$ cat src/rtl/execute_stage.sv
`default_nettype none
// ============================================================================
//  Module      : execute_stage
//  Description : RV32I execute stage. Resolves operand forwarding, performs
//                the ALU operation, resolves branches/jumps and holds the
//                execute-to-memory pipeline register.
//  Revision    : 1.0 - initial release
// ============================================================================
module execute_stage #(
    parameter int XLEN       = 32,
    parameter int REG_ADDR_W = 5
) (
    input  logic                  clk,
    input  logic                  rst,
    input  logic                  RegWriteE,
    input  logic                  MemWriteE,
    input  logic                  ResultSrcE,
    input  logic                  ALUSrcE,
    input  logic                  BranchE,
    input  logic                  BranchTypeE,
    input  logic                  JumpE,
    input  logic [2:0]            ALUControlE,
    input  logic [XLEN-1:0]       RD1_E,
    input  logic [XLEN-1:0]       RD2_E,
    input  logic [XLEN-1:0]       Imm_ExtE,
    input  logic [REG_ADDR_W-1:0] RD_E,
    input  logic [XLEN-1:0]       PCE,
    input  logic [XLEN-1:0]       PCPlus4E,
    input  logic [XLEN-1:0]       ResultW,
    input  logic [1:0]            ForwardAE,
    input  logic [1:0]            ForwardBE,
    input  logic                  FlushM,
    output logic                  PCSrcE,
    output logic [XLEN-1:0]       PCTargetE,
    output logic                  RegWriteM,
    output logic                  MemWriteM,
    output logic                  ResultSrcM,
    output logic [REG_ADDR_W-1:0] RD_M,
    output logic [XLEN-1:0]       PCPlus4M,
    output logic [XLEN-1:0]       WriteDataM,
    output logic [XLEN-1:0]       ALU_ResultM
);

    localparam int SHAMT_W = $clog2(XLEN);

    localparam logic [2:0] c_ALU_ADD = 3'b000;
    localparam logic [2:0] c_ALU_SUB = 3'b001;
    localparam logic [2:0] c_ALU_AND = 3'b010;
    localparam logic [2:0] c_ALU_OR  = 3'b011;
    localparam logic [2:0] c_ALU_XOR = 3'b100;
    localparam logic [2:0] c_ALU_SLT = 3'b101;
    localparam logic [2:0] c_ALU_SLL = 3'b110;
    localparam logic [2:0] c_ALU_SRL = 3'b111;

    logic [XLEN-1:0] w_src_a;
    logic [XLEN-1:0] w_fwd_b;
    logic [XLEN-1:0] w_src_b;
    logic [XLEN-1:0] w_alu_result;
    logic            w_lt;
    logic            w_zero;

    // Operand forwarding; ALU_ResultM is the pre-edge register value, so a
    // back-to-back dependency sees the previous instruction's result.
    always_comb begin
        w_src_a = RD1_E;
        w_fwd_b = RD2_E;
        case (ForwardAE)
            2'b01:   w_src_a = ResultW;
            2'b10:   w_src_a = ALU_ResultM;
            default: w_src_a = RD1_E;
        endcase
        case (ForwardBE)
            2'b01:   w_fwd_b = ResultW;
            2'b10:   w_fwd_b = ALU_ResultM;
            default: w_fwd_b = RD2_E;
        endcase
        w_src_b = ALUSrcE ? Imm_ExtE : w_fwd_b;
    end

    // ALU; add/sub wrap, shifts use only the low bits of operand B.
    always_comb begin
        w_lt         = ($signed(w_src_a) < $signed(w_src_b));
        w_alu_result = '0;
        case (ALUControlE)
            c_ALU_ADD: w_alu_result = w_src_a + w_src_b;
            c_ALU_SUB: w_alu_result = w_src_a - w_src_b;
            c_ALU_AND: w_alu_result = w_src_a & w_src_b;
            c_ALU_OR:  w_alu_result = w_src_a | w_src_b;
            c_ALU_XOR: w_alu_result = w_src_a ^ w_src_b;
            c_ALU_SLT: w_alu_result = {{(XLEN-1){1'b0}}, w_lt};
            c_ALU_SLL: w_alu_result = w_src_a << w_src_b[SHAMT_W-1:0];
            c_ALU_SRL: w_alu_result = w_src_a >> w_src_b[SHAMT_W-1:0];
            default:   w_alu_result = '0;
        endcase
        w_zero = (w_alu_result == '0);
    end

    // Branch/jump resolution; not gated by FlushM.
    always_comb begin
        PCTargetE = PCE + Imm_ExtE;
        PCSrcE    = JumpE | (BranchE & (BranchTypeE ? ~w_zero : w_zero));
    end

    // Execute-to-memory register; a flush loads a control bubble.
    always_ff @(posedge clk or negedge rst) begin
        if (!rst) begin
            RegWriteM   <= 1'b0;
            MemWriteM   <= 1'b0;
            ResultSrcM  <= 1'b0;
            RD_M        <= '0;
            PCPlus4M    <= '0;
            WriteDataM  <= '0;
            ALU_ResultM <= '0;
        end else begin
            if (FlushM) begin
                RegWriteM  <= 1'b0;
                MemWriteM  <= 1'b0;
                ResultSrcM <= 1'b0;
                RD_M       <= '0;
            end else begin
                RegWriteM  <= RegWriteE;
                MemWriteM  <= MemWriteE;
                ResultSrcM <= ResultSrcE;
                RD_M       <= RD_E;
            end
            PCPlus4M    <= PCPlus4E;
            WriteDataM  <= w_fwd_b;
            ALU_ResultM <= w_alu_result;
        end
    end

endmodule
`default_nettype wire

$ cat config.mk
export PLATFORM = sky130hd
export DESIGN_NAME = execute_stage
export DESIGN_NICKNAME = d
export VERILOG_FILES = /design/src/rtl/execute_stage.sv
export SDC_FILE = /design/constraint.sdc
export NUM_CORES = 1
export LEC_CHECK = 0
export CORE_ASPECT_RATIO = 2
export CORE_MARGIN = 1
export CORE_UTILIZATION = 46
export CTS_BUF_LIST = sky130_fd_sc_hd__clkbuf_8
export CTS_CLUSTER_SIZE = 10
export DETAILED_ROUTE_END_ITERATION = 8
export GPL_TIMING_DRIVEN = 0
export PLACE_DENSITY = 0.89
export SETUP_SLACK_MARGIN = 0.15
export SYNTH_ARGS = -nofsm -noshare
export SYNTH_HDL_FRONTEND = slang
export SYNTH_SLANG_ARGS = --single-unit
$ cat constraint.sdc
create_clock -name clk -period 9.3 [get_ports clk]
set_input_delay 1.86 -clock clk [delete_from_list [all_inputs] [get_ports clk]]
set_output_delay 1.86 -clock clk [all_outputs]
set_load 0.1 [all_outputs]
==> metrics.csv, run 1 <==
metric;value;unit
area leader, netlist;dfrtp_1;
Synth Cell Area;0.01446;mm²
PortBufs;348;
clk sinks;104;
Synth cell types;91;
gpl congestion;1.097;
number of enable flip-flop cells after synthesis;0;
mean area per synthesized cell;7.567;µm²
clock root buffer;clkbuf_8;
I/O pin total;351;
Tot GR Track Use;61.37;%
htree depth;3;
Synth Register Bits;104;
Die H;252.8;µm
outcome;did not finish;
Post-CTS Hold Buffers;0;
Halt Stage;5_1_grt;
DP HPWL;72.77;mm
vias in the first global route;20950;
total grt overflow;6;
die width;127.4;µm
first-pass GRT wire length;143.3;mm
largest net degree at the start of global routing;71;
Mapped Cells;1911;
Max clock buf depth;2;
Post-synth ARST share;100.0;%
Initial Util;46.87;%
Syn Nets;2260;
Seq/Total Area, Yosys;18.00;%
number of cell rows;91;
first error message;[ERROR GRT-0116] Global routing finished with congestion. Check the congestion regions in the DRC Viewer.;
largest cells by area after synthesis;dfrtp_1 18%, ha_1 11%, mux2i_1 10%, a21oi_1 4.9%, o21ai_0 4.3%;
Ys Warns;0;
Num CTS Buffers;9;
Synth top area share;18.00;%
Most used DFF post-synth;dfrtp_1;
[what timing repair did]
item	in CTS
buffers inserted	47
endpoints found under the setup margin	3
pin swaps	42
resized for setup	247
gates cloned	1
[Yosys cell counts (9+ instances only)]
cell and count:
nor2_1 162, nand2_1 157, mux2i_1 147, inv_1 144, a21oi_1 143, ha_1 132, o21ai_0 123, dfrtp_1 104
clkbuf_1 82, a22oi_1 56, nor3_1 42, o211ai_1 35, nand3_1 32, nor2b_1 29, xnor2_1 28, o21a_1 27
o22ai_1 23, a21o_1 22, a211oi_1 21, nand2b_1 20, a31oi_1 19, buf_2 18, or3_1 18, mux2_2 16
a221o_1 15, and3_1 15, buf_1 15, o21ai_1 15, a211o_1 13, nand4_1 13, a221oi_1 12, and2_1 12
o21bai_1 11, o31ai_1 11, xor2_1 11, o221ai_1 10, o31a_1 10, o32ai_1 9, or2_2 9
[per-layer routing]
metal / overflow / GRT usage, %
met5: 0 / 0
met4: 4 / 74.59
met3: 0 / 27.48
met2: 2 / 91.07
met1: 0 / 57.36
[through the flow]
step	cells	worst slack (ps)	cell area (µm²)	hold slack, ps
after global placement	2677	-3689	18530	601.8
after CTS	2742	-212.0	19970	702.1
after floorplan	1911	191.5	14520	1250
after detailed placement	2678	-3766	18560	658.6
[cells by family after synthesis]
kind of cell	count (synthesis)	synth area share, %
compound gates	648	30.31
mux	167	12.04
fa+ha+maj	135	11.84
flops	104	18.00
xor+xnor	39	2.362
buf+inv	269	7.467
simple gates	549	17.99
==> run 2, diff against run 1 <==
- CORE_ASPECT_RATIO: 2 -> default
- CORE_UTILIZATION: 46 -> 31
- CTS_BUF_LIST: sky130_fd_sc_hd__clkbuf_8 -> default
- CTS_CLUSTER_SIZE: 10 -> default
- PLACE_DENSITY: 0.89 -> default
- PLACE_DENSITY_LB_ADDON: default -> 0.15
- SETUP_SLACK_MARGIN: 0.15 -> default
- clock period: 9.3 -> 12.1 ns (I/O delays scaled with it)
==> metrics.csv, run 2 <==
metric;value;unit
PwrDens;142.1;mW/mm²
die area;0.04752;mm²
static leakage power;8.327;nW
Max clock buf depth;2;
WP data required;9680;ps
biggest regs;ALU_ResultM (32), PCPlus4M (32), WriteDataM (32);
htree depth;3;
WS Path Type;primary input to output pin;
largest net degree at the start of global routing;61;
largest cells by area after synthesis;dfrtp_1 18%, ha_1 11%, mux2i_1 10%, a21oi_1 4.9%, o21ai_0 4.3%;
Initial Util;31.66;%
remaining antenna violation count;0;
outcome;finished, violations left;
crit share post-route;99.46;%
Synth Cell Area;0.01446;mm²
I/O pin total;351;
CP Capture Type;output pin;
Mapped Cells;1911;
mean area per synthesized cell;7.567;µm²
CORE AREA;0.04567;mm²
clock root buffer;clkbuf_16;
DRT iter0 DRCs;1898;
HP Class;register to register;
Syn Nets;2260;
Synth top area share;18.00;%
PortBufs;348;
Fin. Hold Viols;0;
CP max FO;19;
Ys Warns;0;
fmax;83.09;MHz
commonest non-fill, non-tap cell in the layout;clkdlybuf4s50_1;
Seq/Total Area, Yosys;18.00;%
area leader, netlist;dfrtp_1;
Synth cell types;91;
CTS tree;done;
Fill cells;4771;
final setup fails;0;
Pre-Repair DR Iteration Count;7;
setup slack, reg-to-reg;6320;ps
Synth Register Bits;104;
DRT Wirelength;84.07;mm
DP HPWL;71.17;mm
failing checks;capacitance limit, slew limit;
gpl congestion;1.033;
most common cell in the netlist;nor2_1;
first-pass GRT wire length;118.1;mm
share of layout cells above drive strength 1;6.045;%
CP Data Arrival Time;9610;ps
slew margin rel.;-0.6316;%
Final Net Count;2627;
die width;218.0;µm
Most used DFF post-synth;dfrtp_1;
total grt overflow;0;
most frequent cells in the layout;346 x clkdlybuf4s50_1, 162 x nor2_1, 157 x nand2_1;
Critical Path Source Type;primary input;
vias in the first global route;16500;
Tot GR Track Use;34.35;%
number of cell rows;78;
vias;17280;
clk_lat worst skew;390;ps
Setup TNS Final;0;ps
Slew Viols, Final;1;
clk sinks;104;
Max Cap Violations;1;
Die H;218.0;µm
area grow syn2layout;33.45;%
Post-route DRC;0;
Fin Clk Skew;10.03;ps
Post-synth ARST share;100.0;%
antenna violations before repair;5;
Commonest cells post-synth;162 x nor2_1, 157 x nand2_1, 147 x mux2i_1, 144 x inv_1, 143 x a21oi_1;
Num CTS Buffers;9;
Util after Layout;42.25;%
min cycle time layout;12030;ps
Routed WL per cell;29.10;µm
Worst-Margin Slew;1491;ps
Clk pin slew, worst setup/hold paths;80;ps
post-DR vias/cell;5.981;
number of enable flip-flop cells after synthesis;0;
Max rail drop VDD;0.1093;mV
-- run 2: cell counts after synthesis --
Identical to the previous run, type by type.
-- run 2: area by class of cell --
class,count,area [µm²],share of cell area (%)
plain buffers,115,541.8,2.807
diodes,6,15.01,0.07780
clock buffers,9,225.2,1.167
multi-input cells,1538,10920,56.59
repair buffers,363,3627,18.80
well taps,600,750.7,3.890
flip-flops and latches,104,2603,13.49
clock inverters,7,60.06,0.3112
inverters,147,555.5,2.879
-- run 2: where the power goes --
group	internal [W]	leakage, nW	switching (W)	total (W)
clock network	0.000144	0.143	0.000158	0.000302
registers	0.000396	1.27	0.0000364	0.000433
logic	0.000576	6.91	0.00143	0.00201
-- run 2: worst max-delay path, stage by stage --
cell	delay [ps]
clkdlybuf4s50_1	490
inv_1	50
ha_1	310
buf_6	150
a221oi_2	270
o31a_1	340
clkbuf_4	280
inv_1	100
buf_2	300
clkbuf_4	310
ha_1	270
or2_2	270
o211ai_1	420
a31oi_1	200
or3_1	340
a31oi_1	360
o21ai_0	210
a211o_1	360
nor4_1	280
nand4b_1	290
nor4_4	470
nand4_1	210
or4_1	540
nand3_1	120
buf_6	230
-- run 2: cells by family after synthesis --
group	synth area share [%]
muxes	12.04
buffers and inverters	7.467
and+or+nand+nor	17.99
DFF	18.00
AOI/OAI and AO/OA	30.31
xor gates and xnor gates	2.362
adders and majority gates	11.84
-- run 2: per-stage QoR --
| step | hold slack, ps | area (µm²) | worst slack, ps | power (W) | instances |
|---|---|---|---|---|---|
| floorplan | 1275 | 14460 | 937.7 | 0.001725 | 1911 |
| global placement | 658.6 | 18700 | -2451 | 0.002365 | 2859 |
| detailed placement | 655.9 | 18730 | -2455 | 0.002367 | 2860 |
| CTS | 678.5 | 19170 | 4.492 | 0.002698 | 2879 |
| global route | 703.8 | 19290 | -3.558 | 0.002846 | 2886 |
| finish | 670.3 | 19300 | 65.28 | 0.002743 | 2889 |
-- run 2: final timing paths --
path,startpoint,depth (start not counted),endpoint
max in group asynchronous,rst,2,ALU_ResultM[24]$_DFF_PN0_
setup reg to reg,ALU_ResultM[3]$_DFF_PN0_,17,ALU_ResultM[31]$_DFF_PN0_
hold reg to reg,ALU_ResultM[1]$_DFF_PN0_,2,WriteDataM[1]$_DFF_PN0_
setup / recovery,ForwardBE[0],25,PCSrcE
hold / removal,ALU_ResultM[1]$_DFF_PN0_,2,WriteDataM[1]$_DFF_PN0_
min in group asynchronous,rst,1,WriteDataM[1]$_DFF_PN0_
-- run 2: routing by layer --
| layer | vias up | global-route usage, % | share of wire [%] |
|---|---|---|---|
| met3 | 185 | 5.649 | 8.0 |
| met1 | 8383 | 43.48 | 41 |
| met4 | 4 | 14.41 | 4.5 |
| met5 | - | 0 | 0.032 |
| met2 | 936 | 57.38 | 47 |
| li1 | 7770 | - | - |
-- run 2: repair_timing --
item | CTS | global route
resized for setup | 42 | 20
pin swaps | 4 | 6
hold endpoints to repair | 0 | 0
hold buffers | 0 | 0
setup buffers | 7 | 7
setup endpoints to repair | 1 | 1
Note: power is estimated with default switching activity, not from simulation.
==> run 3, diff against run 2 <==
- RECOVER_POWER: default -> 25
==> metrics.csv, run 3 (same netlist as run 2, synthesis figures left out) <==
metric;value;unit
Max Cap Violations;3;
Hold Startpoint;ALU_ResultM[1]$_DFF_PN0_;
Post-route DRC;0;
Routed WL per cell;29.20;µm
clk sinks;104;
PortBufs;348;
number of cell rows;78;
clock root buffer;clkbuf_16;
CORE AREA;0.04567;mm²
CP Data Arrival Time;9660;ps
vias in the first global route;16500;
outcome;finished, violations left;
Fin Clk Skew;9.197;ps
min cycle time layout;12080;ps
die width;218.0;µm
WS Path Type;primary input to output pin;
Tot GR Track Use;34.35;%
RR Endpoint;ALU_ResultM[31]$_DFF_PN0_;
Max rail drop VDD;0.1096;mV
share of layout cells above drive strength 1;5.957;%
CTS tree;done;
vias;17320;
delay-heaviest family, CP;simple AND/OR/NAND/NOR gates;
Fin. Hold Viols;0;
failing checks;capacitance limit, slew limit;
Num CTS Buffers;9;
post-DR vias/cell;6.000;
clk_lat worst skew;390;ps
htree depth;3;
hold depth;2;
Final Net Count;2627;
R2R cell count;17;
Hold EP;WriteDataM[1]$_DFF_PN0_;
Max clock buf depth;2;
CP max FO;19;
I/O pin total;351;
die area;0.04752;mm²
worst r2r src;ALU_ResultM[1]$_DFF_PN0_;
first-pass GRT wire length;118.1;mm
Pre-Repair DR Iteration Count;6;
gpl congestion;1.033;
static leakage power;8.320;nW
CP bufs+invs;8;
slowest stage delay, CP;540;ps
WP data required;9680;ps
commonest non-fill, non-tap cell in the layout;clkdlybuf4s50_1;
Util after Layout;42.18;%
DRT Wirelength;84.26;mm
hold_ws;669.5;ps
Initial Util;31.66;%
most frequent cells in the layout;314 x clkdlybuf4s50_1, 162 x nor2_1, 157 x nand2_1;
total grt overflow;0;
DP HPWL;71.17;mm
setup slack, reg-to-reg;6320;ps
Post-CTS Hold Buffers;0;
CP max-delay cell;or4_1;
Worst-Margin Slew;3479;ps
largest net degree at the start of global routing;61;
final setup fails;0;
DRT iter0 DRCs;1997;
Clk pin slew, worst setup/hold paths;80;ps
area grow syn2layout;33.21;%
biggest regs;ALU_ResultM (32), PCPlus4M (32), WriteDataM (32);
Slew Viols, Final;108;
remaining antenna violation count;0;
crit share post-route;99.80;%
HP Class;register to register;
slew margin rel.;-132.0;%
CP Capture Type;output pin;
Die H;218.0;µm
antenna violations before repair;5;
fmax;82.81;MHz
PwrDens;142.3;mW/mm²
Critical Path Source Type;primary input;
==> run 3: cell types whose count changed in the layout (fill, tap and decap cells not counted) <==
cell,before,now
dlygate4sd3_1,0,32
diode_2,6,3
clkdlybuf4s50_1,346,314
clkbuf_1,72,74
buf_16,1,0
buf_4,20,19
==> run 3: worst register-to-register path: cells and delay by family, from the launching register on <==
family	cells	cell delay, ps
AOI/OAI and AO/OA	11	3680
adders and majority gates	1	270
buffers and inverters	4	990
DFF	1	420
and+or+nand+nor	1	270
==> run 3: worst max-delay path by stage <==
stage / cells after the start / startpoint / slack, ps / endpoint
after floorplan: 25 / ForwardBE[0] / 940 / PCSrcE
after global placement: 25 / ForwardBE[0] / -2450 / PCSrcE
after detailed placement: 27 / ForwardBE[0] / -2450 / PCSrcE
after CTS: 22 / ForwardAE[1] / 4 / PCSrcE
after global routing: 25 / ForwardBE[0] / -4 / PCSrcE
final: 25 / ForwardBE[0] / 20 / PCSrcE
==> run 3: cell type report <==
| class | instances | area, µm² |
|---|---|---|
| Fill cell | 4776 | 26410 |
| Tap cell | 600 | 750.7 |
| Buffer | 115 | 541.8 |
| Inverter | 147 | 555.5 |
| Timing Repair Buffer | 363 | 3600 |
| Antenna cell | 3 | 7.507 |
| Clock inverter | 7 | 60.06 |
| Clock buffer | 9 | 225.2 |
| Multi-Input combinational cell | 1538 | 10920 |
| Sequential cell | 104 | 2603 |
==> run 3: repair_timing <==
action	4_1_cts	5_1_grt
setup endpoints to repair	1	1
resized for setup	42	20
pin swaps	4	6
buffers inserted	7	7
==> run 3: routing by layer <==
metal  routed length, µm  GRT usage, %  up-vias
li1                    -             -     7764
met1               34380         43.48     8405
met2               39410         57.38      963
met3                6828         5.649      179
met4                3624         14.41        4
met5                  27             0        -
==> run 3: stage by stage <==
step / setup slack, ps / power [W] / cells / setup TNS [ps] / cell area [µm²]
finish: 24.46 / 0.002742 / 2886 / 0 / 19260
global route: -3.558 / 0.002842 / 2886 / -3.558 / 19260
CTS: 4.492 / 0.002698 / 2879 / 0 / 19170
detailed placement: -2455 / 0.002367 / 2860 / -2455 / 18730
global placement: -2451 / 0.002365 / 2859 / -2451 / 18700
floorplan: 937.7 / 0.001725 / 1911 / 0 / 14460
==> run 3: where the power goes <==
part	internal, W	switching (W)
registers	0.000396	0.0000368
logic	0.000573	0.00143
clock network	0.000144	0.000158
total	0.00111	0.00163
==> run 4, diff against run 3 <==
- ABC_CLOCK_PERIOD_IN_PS: default -> 12100
==> results of run 4 <==
Same layout as run 3: the final DEF is identical, and so are final timing and power.
